`config.mk`:
```
export PLATFORM = sky130hd
export DESIGN_NAME = instr_decode
export DESIGN_NICKNAME = d
export VERILOG_FILES = /design/src/rtl/decode_pkg.sv /design/src/rtl/decode_scoreboard.sv /design/src/rtl/instr_decode.sv
export SDC_FILE = /design/constraint.sdc
export NUM_CORES = 1
export LEC_CHECK = 0
export ABC_AREA = 1
export CAP_MARGIN = 20
export CORE_UTILIZATION = 39
export CTS_BUF_LIST = sky130_fd_sc_hd__clkbuf_4
export CTS_CLUSTER_SIZE = 25
export DETAILED_ROUTE_END_ITERATION = 8
export PLACE_DENSITY = 0.86
export SYNTH_ARGS = -nofsm -noshare
export SYNTH_HDL_FRONTEND = slang
export SYNTH_SLANG_ARGS = --single-unit
```
`constraint.sdc`:
```
create_clock -name clock -period 0.9 [get_ports clock]
set_input_delay 0.09 -clock clock [delete_from_list [all_inputs] [get_ports clock]]
set_output_delay 0.09 -clock clock [all_outputs]
set_load 0.02 [all_outputs]
```
`src/rtl/decode_pkg.sv`:
```
// Shared definitions for the 16-bit instruction decoder.
// Holds opcodes, ALU codes, field positions, the decoded bundle and the decode function.
package decode_pkg;

    localparam int OPC_HI   = 15;
    localparam int OPC_LO   = 12;
    localparam int RD_HI    = 11;
    localparam int RD_LO    = 9;
    localparam int RS1_HI   = 8;
    localparam int RS1_LO   = 6;
    localparam int RS2_HI   = 5;
    localparam int RS2_LO   = 3;
    localparam int IMM6_HI  = 5;
    localparam int IMM12_HI = 11;

    typedef enum logic [3:0] {
        OP_ADD   = 4'h0,
        OP_SUB   = 4'h1,
        OP_AND   = 4'h2,
        OP_OR    = 4'h3,
        OP_ADDI  = 4'h4,
        OP_LOAD  = 4'h5,
        OP_STORE = 4'h6,
        OP_BEQ   = 4'h7,
        OP_JMP   = 4'h8,
        OP_NOP   = 4'hF
    } opcode_e;

    localparam logic [2:0] ALU_ADD = 3'd0;
    localparam logic [2:0] ALU_SUB = 3'd1;
    localparam logic [2:0] ALU_AND = 3'd2;
    localparam logic [2:0] ALU_OR  = 3'd3;

    typedef struct packed {
        logic [2:0]  reg1;
        logic [2:0]  reg2;
        logic [2:0]  reg3;
        logic        reg_write;
        logic [2:0]  alu_op;
        logic        use_imm;
        logic [15:0] imm;
        logic        mem_read;
        logic        mem_write;
        logic        branch;
        logic        jump;
        logic        illegal;
    } bundle_t;

    function automatic logic writes_rd(input logic [3:0] op);
        return op inside {OP_ADD, OP_SUB, OP_AND, OP_OR, OP_ADDI, OP_LOAD};
    endfunction

    function automatic logic reads_rs1(input logic [3:0] op);
        return op inside {OP_ADD, OP_SUB, OP_AND, OP_OR, OP_ADDI, OP_LOAD, OP_STORE, OP_BEQ};
    endfunction

    function automatic logic reads_rs2(input logic [3:0] op);
        return op inside {OP_ADD, OP_SUB, OP_AND, OP_OR};
    endfunction

    // STORE and BEQ read rd as their second source operand.
    function automatic logic reads_rd(input logic [3:0] op);
        return op inside {OP_STORE, OP_BEQ};
    endfunction

    function automatic bundle_t decode(input logic [15:0] w);
        bundle_t    b;
        logic [3:0] op;
        op     = w[OPC_HI:OPC_LO];
        b      = '0;
        b.reg1 = w[RS1_HI:RS1_LO];
        b.reg2 = w[RS2_HI:RS2_LO];
        b.reg3 = w[RD_HI:RD_LO];
        b.imm  = {{10{w[IMM6_HI]}}, w[IMM6_HI:0]};
        case (op)
            OP_ADD:   b.reg_write = 1'b1;
            OP_SUB:   begin b.reg_write = 1'b1; b.alu_op = ALU_SUB; end
            OP_AND:   begin b.reg_write = 1'b1; b.alu_op = ALU_AND; end
            OP_OR:    begin b.reg_write = 1'b1; b.alu_op = ALU_OR;  end
            OP_ADDI:  begin b.reg_write = 1'b1; b.use_imm = 1'b1; end
            OP_LOAD:  begin b.reg_write = 1'b1; b.use_imm = 1'b1; b.mem_read = 1'b1; end
            OP_STORE: begin b.reg2 = w[RD_HI:RD_LO]; b.use_imm = 1'b1; b.mem_write = 1'b1; end
            OP_BEQ:   begin b.reg2 = w[RD_HI:RD_LO]; b.alu_op = ALU_SUB; b.branch = 1'b1; end
            OP_JMP:   begin b.jump = 1'b1; b.imm = {{4{w[IMM12_HI]}}, w[IMM12_HI:0]}; end
            OP_NOP:   b.alu_op = ALU_ADD;
            default:  b.illegal = 1'b1;
        endcase
        return b;
    endfunction

endpackage

```
`src/rtl/decode_scoreboard.sv`:
```
// Pending-write mask and read/write hazard detection for the decoder.
// Write-back clears take effect combinationally in the same cycle.
module decode_scoreboard
    import decode_pkg::*;
#(
    parameter int REG_ADDR_W = 3
) (
    input  logic                  clock,
    input  logic                  reset,
    input  logic                  in_valid,
    input  logic                  accept,
    input  logic [3:0]            op,
    input  logic [REG_ADDR_W-1:0] rd,
    input  logic [REG_ADDR_W-1:0] rs1,
    input  logic [REG_ADDR_W-1:0] rs2,
    input  logic                  wb_valid,
    input  logic [REG_ADDR_W-1:0] wb_reg,
    output logic                  hazard
);
    localparam int NREG = 1 << REG_ADDR_W;

    logic [NREG-1:0]       pending_reg;
    logic [NREG-1:0]       pending_next;
    logic [NREG-1:0]       pending_eff;
    logic [NREG-1:0]       wb_clear;
    logic [NREG-1:0]       set_mask;
    logic [REG_ADDR_W-1:0] src2;
    logic                  set_en;

    assign set_en = accept & writes_rd(op);
    assign src2   = reads_rd(op) ? rd : rs2;

    genvar gi;
    generate
        for (gi = 0; gi < NREG; gi++) begin : g_bit
            assign wb_clear[gi] = wb_valid & (wb_reg == REG_ADDR_W'(gi));
            assign set_mask[gi] = set_en & (rd == REG_ADDR_W'(gi));
        end
    endgenerate

    assign pending_eff = pending_reg & ~wb_clear;
    // A new write to a register being retired this cycle must remain pending.
    assign pending_next = pending_eff | set_mask;

    assign hazard = in_valid &
                    ((reads_rs1(op) & pending_eff[rs1]) |
                     ((reads_rs2(op) | reads_rd(op)) & pending_eff[src2]) |
                     (writes_rd(op) & pending_eff[rd]));

    always_ff @(posedge clock or posedge reset) begin
        if (reset) begin
            pending_reg <= '0;
        end else begin
            pending_reg <= pending_next;
        end
    end

endmodule

```
`src/rtl/instr_decode.sv`:
```
// Single-stage instruction decoder with valid/ready handshake on both sides.
// Define DECODE_SCOREBOARD_EN to enable the register-hazard scoreboard.
module instr_decode
    import decode_pkg::*;
#(
    parameter int REG_ADDR_W = 3
) (
    input  logic                  clock,
    input  logic                  reset,
    input  logic                  in_valid,
    output logic                  in_ready,
    input  logic [15:0]           instr,
    output logic                  out_valid,
    input  logic                  out_ready,
    output logic [REG_ADDR_W-1:0] reg1,
    output logic [REG_ADDR_W-1:0] reg2,
    output logic [REG_ADDR_W-1:0] reg3,
    output logic                  regWrite,
    output logic [2:0]            alu_op,
    output logic                  use_imm,
    output logic [15:0]           imm,
    output logic                  mem_read,
    output logic                  mem_write,
    output logic                  branch,
    output logic                  jump,
    output logic                  illegal,
    input  logic                  wb_valid,
    input  logic [REG_ADDR_W-1:0] wb_reg
);
    bundle_t bundle_reg;
    logic    out_valid_reg;
    logic    hazard;
    logic    accept;

`ifdef DECODE_SCOREBOARD_EN
    decode_scoreboard #(.REG_ADDR_W(REG_ADDR_W)) u_sb (
        .clock    (clock),
        .reset    (reset),
        .in_valid (in_valid),
        .accept   (accept),
        .op       (instr[OPC_HI:OPC_LO]),
        .rd       (instr[RD_HI:RD_LO]),
        .rs1      (instr[RS1_HI:RS1_LO]),
        .rs2      (instr[RS2_HI:RS2_LO]),
        .wb_valid (wb_valid),
        .wb_reg   (wb_reg),
        .hazard   (hazard)
    );
`else
    logic unused_wb;
    assign unused_wb = wb_valid ^ (^wb_reg);
    assign hazard    = 1'b0;
`endif

    assign in_ready = (~out_valid_reg | out_ready) & ~hazard;
    assign accept   = in_valid & in_ready;

    always_ff @(posedge clock or posedge reset) begin
        if (reset) begin
            out_valid_reg <= 1'b0;
            bundle_reg    <= '0;
        end else if (accept) begin
            out_valid_reg <= 1'b1;
            bundle_reg    <= decode(instr);
        end else if (out_ready & out_valid_reg) begin
            out_valid_reg <= 1'b0;
        end
    end

    assign out_valid = out_valid_reg;
    assign reg1      = bundle_reg.reg1;
    assign reg2      = bundle_reg.reg2;
    assign reg3      = bundle_reg.reg3;
    assign regWrite  = bundle_reg.reg_write;
    assign alu_op    = bundle_reg.alu_op;
    assign use_imm   = bundle_reg.use_imm;
    assign imm       = bundle_reg.imm;
    assign mem_read  = bundle_reg.mem_read;
    assign mem_write = bundle_reg.mem_write;
    assign branch    = bundle_reg.branch;
    assign jump      = bundle_reg.jump;
    assign illegal   = bundle_reg.illegal;

endmodule
```
Word-level counts from Yosys, hierarchy flattened
Index checks and enable logic that the tools add are counted.
{ "op_classes": {"bitwise_logic": 4, "eq_ne": 9, "magnitude_cmp": 0, "shift": 0, "n_div": 0, "n_reduce_logical": 7, "mux": 12, "mul": 0, "addsub": 0} }
{ "op_table": {"columns": ["cell", "count"], "rows": [
  ["$eq 4x3->1 const B", 4],
  ["$mux 16", 1],
  ["$reduce_or 10->1", 1],
  ["$mux 1", 9],
  ["$eq 4x2->1 const B", 2],
  ["$eq 4x4->1 const B", 2],
  ["$pmux 2 s3", 1],
  ["$reduce_or 6->1", 1],
  ["$eq 4x1->1 const B", 1],
  ["$logic_not 4->1", 1],
  ["$reduce_or 2->1", 2],
  ["$mux 3", 1],
  ["$reduce_or 3->1", 1],
  ["$and 1x1->1", 2],
  ["$reduce_bool 2->1", 1],
  ["$not 1->1", 1],
  ["$or 1x1->1", 1]
]} }
{ "totals": {"regBits": 36, "elab_cells": 45, "memories": 0, "output_inout_bits": 37, "ramBits": 0, "latch_bits": 0, "mem_bits_ro": 0} }

Longest topological paths before layout
{ "depth": {"word_depth": 4, "ltp_mapped": 6} }

Least setup slack after synthesis
Ideal clock, no wire load.
{ "synth_path": {"path_kind": "register to register", "start": "register out_valid_reg (netlist: out_valid)", "end": "register bundle_reg, in the netlist imm[14]", "arrival_time_ns": 1.002, "slack_ns": -0.228, "required_ns": 0.774, "setup_time_ns": 0.126, "stages_incl_launch_ff": 6, "path_buffers": 1, "path_cell_list": "dfrtp_1 a21oi_2 inv_2 buf_2 nand2_1 nand3_1"} }
{ "synth_between": {"elab_chain_len": 3} }
{ "synth_lines": {"columns": ["element", "line", "text"], "rows": [
  ["start, declared", "instr_decode.sv:31", "logic out_valid_reg;"],
  ["start signal, assigned", "instr_decode.sv:60", "out_valid_reg <= 1'b0;"],
  ["start signal, assigned", "instr_decode.sv:63", "out_valid_reg <= 1'b1;"],
  ["start signal, assigned", "instr_decode.sv:66", "out_valid_reg <= 1'b0;"],
  ["$not 1->1", "instr_decode.sv:55", "assign in_ready = (~out_valid_reg | out_ready) & ~hazard;"],
  ["$or 1x1->1", "instr_decode.sv:55", null],
  ["$and 1x1->1", "instr_decode.sv:56", "assign accept = in_valid & in_ready;"],
  ["end signal, assigned", "instr_decode.sv:64", "bundle_reg <= decode(instr);"],
  ["end, declared", "instr_decode.sv:30", "bundle_t bundle_reg;"]
]} }
Every way passes these cells.
A chain may end at the register's enable or synchronous reset.

Worst setup path after layout
{ "layout_path": {"start": "register out_valid_reg (netlist: out_valid)", "end": "register bundle_reg, in the netlist reg3[0]"} }
The elaborated chain is that of the path after synthesis.

==> impl_metrics.csv <==
group,metric,value,unit
outcome,outcome,"finished with violations",
outcome,violations,"negative setup slack",
synthesis,ys_types,16,
placed_design,dpl.hpwl,2.38,mm
synthesis,syn_area,1410,sq um
sta,finalMaxSlewViolations,0,
hold_path,min_path_type,"primary input to asynchronous set/reset pin",
pwr,pwr-share-seq,0.415,
clocking,cts_buffer_depth,2,
pwr,p_comb_frac,0.324,
routing,finalWirelength,3.70,mm
cells_and_area,num_antenna_cells,0,
sta,post-route-min-period,1.14,ns
setup_path,worstReg2RegStart,"out_valid",
synthesis,seq_area_frac_synth,0.552,
setup_path,ff2ff_path_depth,5,
cells_and_area,area.growth.synth_to_final,69.6,%
synthesis,synth_nets,188,
routing,ant_nets,0,
setup_path,worst-setup-path-type,"register to register",
die,die_y,62.0,um
die,die_area,3850,sq um
sta,hold_viol,0,
die,start_util,0.415,
routing,initialDrtViolationCount,89,
routing,vias,1394,
clocking,clk_pin_slew,0.10,ns
die,dieWidth,62.0,um
placed_design,port_buffers,55,
grt,antenna_found_initial,0,
pwr,swShare,0.308,
setup_path,reg2reg_slack,-0.24,ns
synthesis,yosysWarningCount,0,
cells_and_area,nets,275,
clocking,insertion_delay,0.34,ns
run,drv_cap,0,
sta,skew,0.0105,ns
setup_path,cp.required,1.13,ns
sta,hold-worst-slack,0.106,ns
cells_and_area,final_layout_size_suffix_gt1_frac,0.381,
placed_design,gp_congestion,0.807,
sta,grt_setup_unrepaired,"yes",
grt,grt_pass1_wl,5.55,mm
clocking,numCtsBuffers,5,
synthesis,syn_area_per_cell,8.57,sq um
clocking,cts_root_buffer,"clkbuf_4",
cells_and_area,largest_reg_flops,12,
die,coreArea,3390,sq um
routing,drc_errors,0,
die,fp-row-count,21,
pwr,p_clk_frac,0.261,
pwr,power_switching,1250,uW
sta,period_share,1.27,
grt,grt_pass1_vias,1294,
grt,grtUsageTotal,0.206,
grt,grt_overflow,0,
sta,timing.final.ws_setup,-0.244,ns
clocking,cts_tree,"yes",
setup_path,cp_data_arrival_time,1.37,ns
pwr,peakVddDrop,1.13,mV
clocking,cts_htree_levels,2,
die,pin_count,61,
sta,setup_viol,66,
routing,dr.pass1.iters,4,
pwr,leakage,0.00125,uW
clocking,holdBufCountCts,0,
pwr,p_int,2830,uW
sta,final.setup.tns,-9.26,ns
setup_path,r2r-end,"reg3[0]",
grt,grt_max_degree,32,
clocking,clkSinkCount,31,
setup_path,worstPathMaxFanout,23,
setup_path,cp-end-kind,"register",
setup_path,start_kind,"register",
routing,wl_per_cell,12.4,um
pwr,total_power,4080,uW
sta,fmax,874,MHz
synthesis,synth-seq-cells,31,
cells_and_area,fillers,244,
pwr,p_per_area,1710,nW/um^2
routing,via_per_inst,4.68,
synthesis,synthCells,164,
==> worst max-delay path, cell delays in order (launching register included) <==
cell	delay, ns
dfrtp_2	0.44
a21oi_4	0.20
inv_4	0.08
buf_12	0.16
nand2_1	0.07
o21ai_1	0.07
==> how the worst max path moves through the flow <==
| stage | cells past startpoint | endpoint | slack [ns] | from |
|---|---|---|---|---|
| floorplan | 5 | reg2[2] | -0.17 | out_valid |
| global placement | 4 | in_ready | -0.45 | out_ready |
| detailed placement | 6 | alu_op[0] | -0.47 | in_valid |
| CTS | 5 | imm[6] | -0.21 | out_valid |
| global route | 5 | alu_op[1] | -0.29 | out_valid |
| finish | 5 | reg3[0] | -0.24 | out_valid |
==> metal layers <==
metal / GRT usage / up-vias / wire (um)
li1: - / 683 / -
met1: 0.229 / 658 / 1550
met4: 0.0667 / 0 / 64
met3: 0.0745 / 8 / 199
met2: 0.365 / 45 / 1880
met5: 0 / - / 0
==> through the flow <==
stage                      util  instances  setup slack, ns  instance area [sq um]
after floorplan               -        164           -0.172                   1420
after global placement    0.626        275           -0.447                   2120
after detailed placement  0.626        275           -0.467                   2120
after CTS                 0.672        291           -0.208                   2280
after global routing      0.703        298           -0.295                   2380
final                     0.703        298           -0.244                   2380
==> synthesized netlist by cell type <==
library cell	count	share of area
o21ai_0	6	0.021
nand2_1	60	0.16
dfrtp_1	31	0.55
buf_6	1	0.0080
conb_1	1	0.0027
nor2_2	1	0.0045
buf_12	1	0.014
buf_4	5	0.027
buf_2	4	0.014
a21oi_2	1	0.0062
nand3_2	5	0.036
inv_1	16	0.043
nor2_1	2	0.0053
inv_2	1	0.0027
o21ai_1	10	0.036
nand3_1	19	0.068
==> cells in the final DEF (no fill, tap or decap), types with 2 or more instances in the layout <==
cell type | Yosys | layout
o21ai_0 | 6 | 3
nand3_2 | 5 | 5
clkdlybuf4s50_1 | 0 | 19
buf_2 | 4 | 4
nand2_2 | 0 | 4
buf_4 | 5 | 32
dfrtp_1 | 31 | 29
dfrtp_2 | 0 | 2
nand2_1 | 60 | 55
o21ai_1 | 10 | 11
inv_1 | 16 | 16
buf_6 | 1 | 32
nand3_1 | 19 | 19
o21ai_2 | 0 | 2
buf_12 | 1 | 3
nor2_1 | 2 | 2
clkbuf_4 | 0 | 5
==> logic make-up after synthesis <==
kind of cell,share of synthesized area
flops,0.552
simple gates,0.273
compound gates,0.0632
buf+inv,0.109
other cells,0.00267
==> layout make-up <==
| type | count | area, sq um | area share |
|---|---|---|---|
| clock buffer | 5 | 37.5 | 0.0157 |
| timing repair buffer | 91 | 896 | 0.376 |
| tap | 46 | 57.6 | 0.0241 |
| sequential | 31 | 778 | 0.327 |
| multi-input combinational | 105 | 509 | 0.214 |
| inverter | 17 | 66.3 | 0.0278 |
| clock inverter | 3 | 38.8 | 0.0163 |
==> repair_timing <==
item,CTS,global route
setup endpoints to repair,66,66
cloned,0,1
gates resized for setup,208,12
buffers inserted,8,6
==> power by group through the flow <==
stage          sequential [uW]  clock (uW)  combinational [uW]
2_1_floorplan             1880           0                 373
3_3_place_gp              1680           0                1150
3_5_place_dp              1680           0                1170
4_1_cts                   1690        1080                1230
5_1_grt                   1710        1150                1430
6_report                  1690        1060                1320
Power figures use the tool's default switching activity.
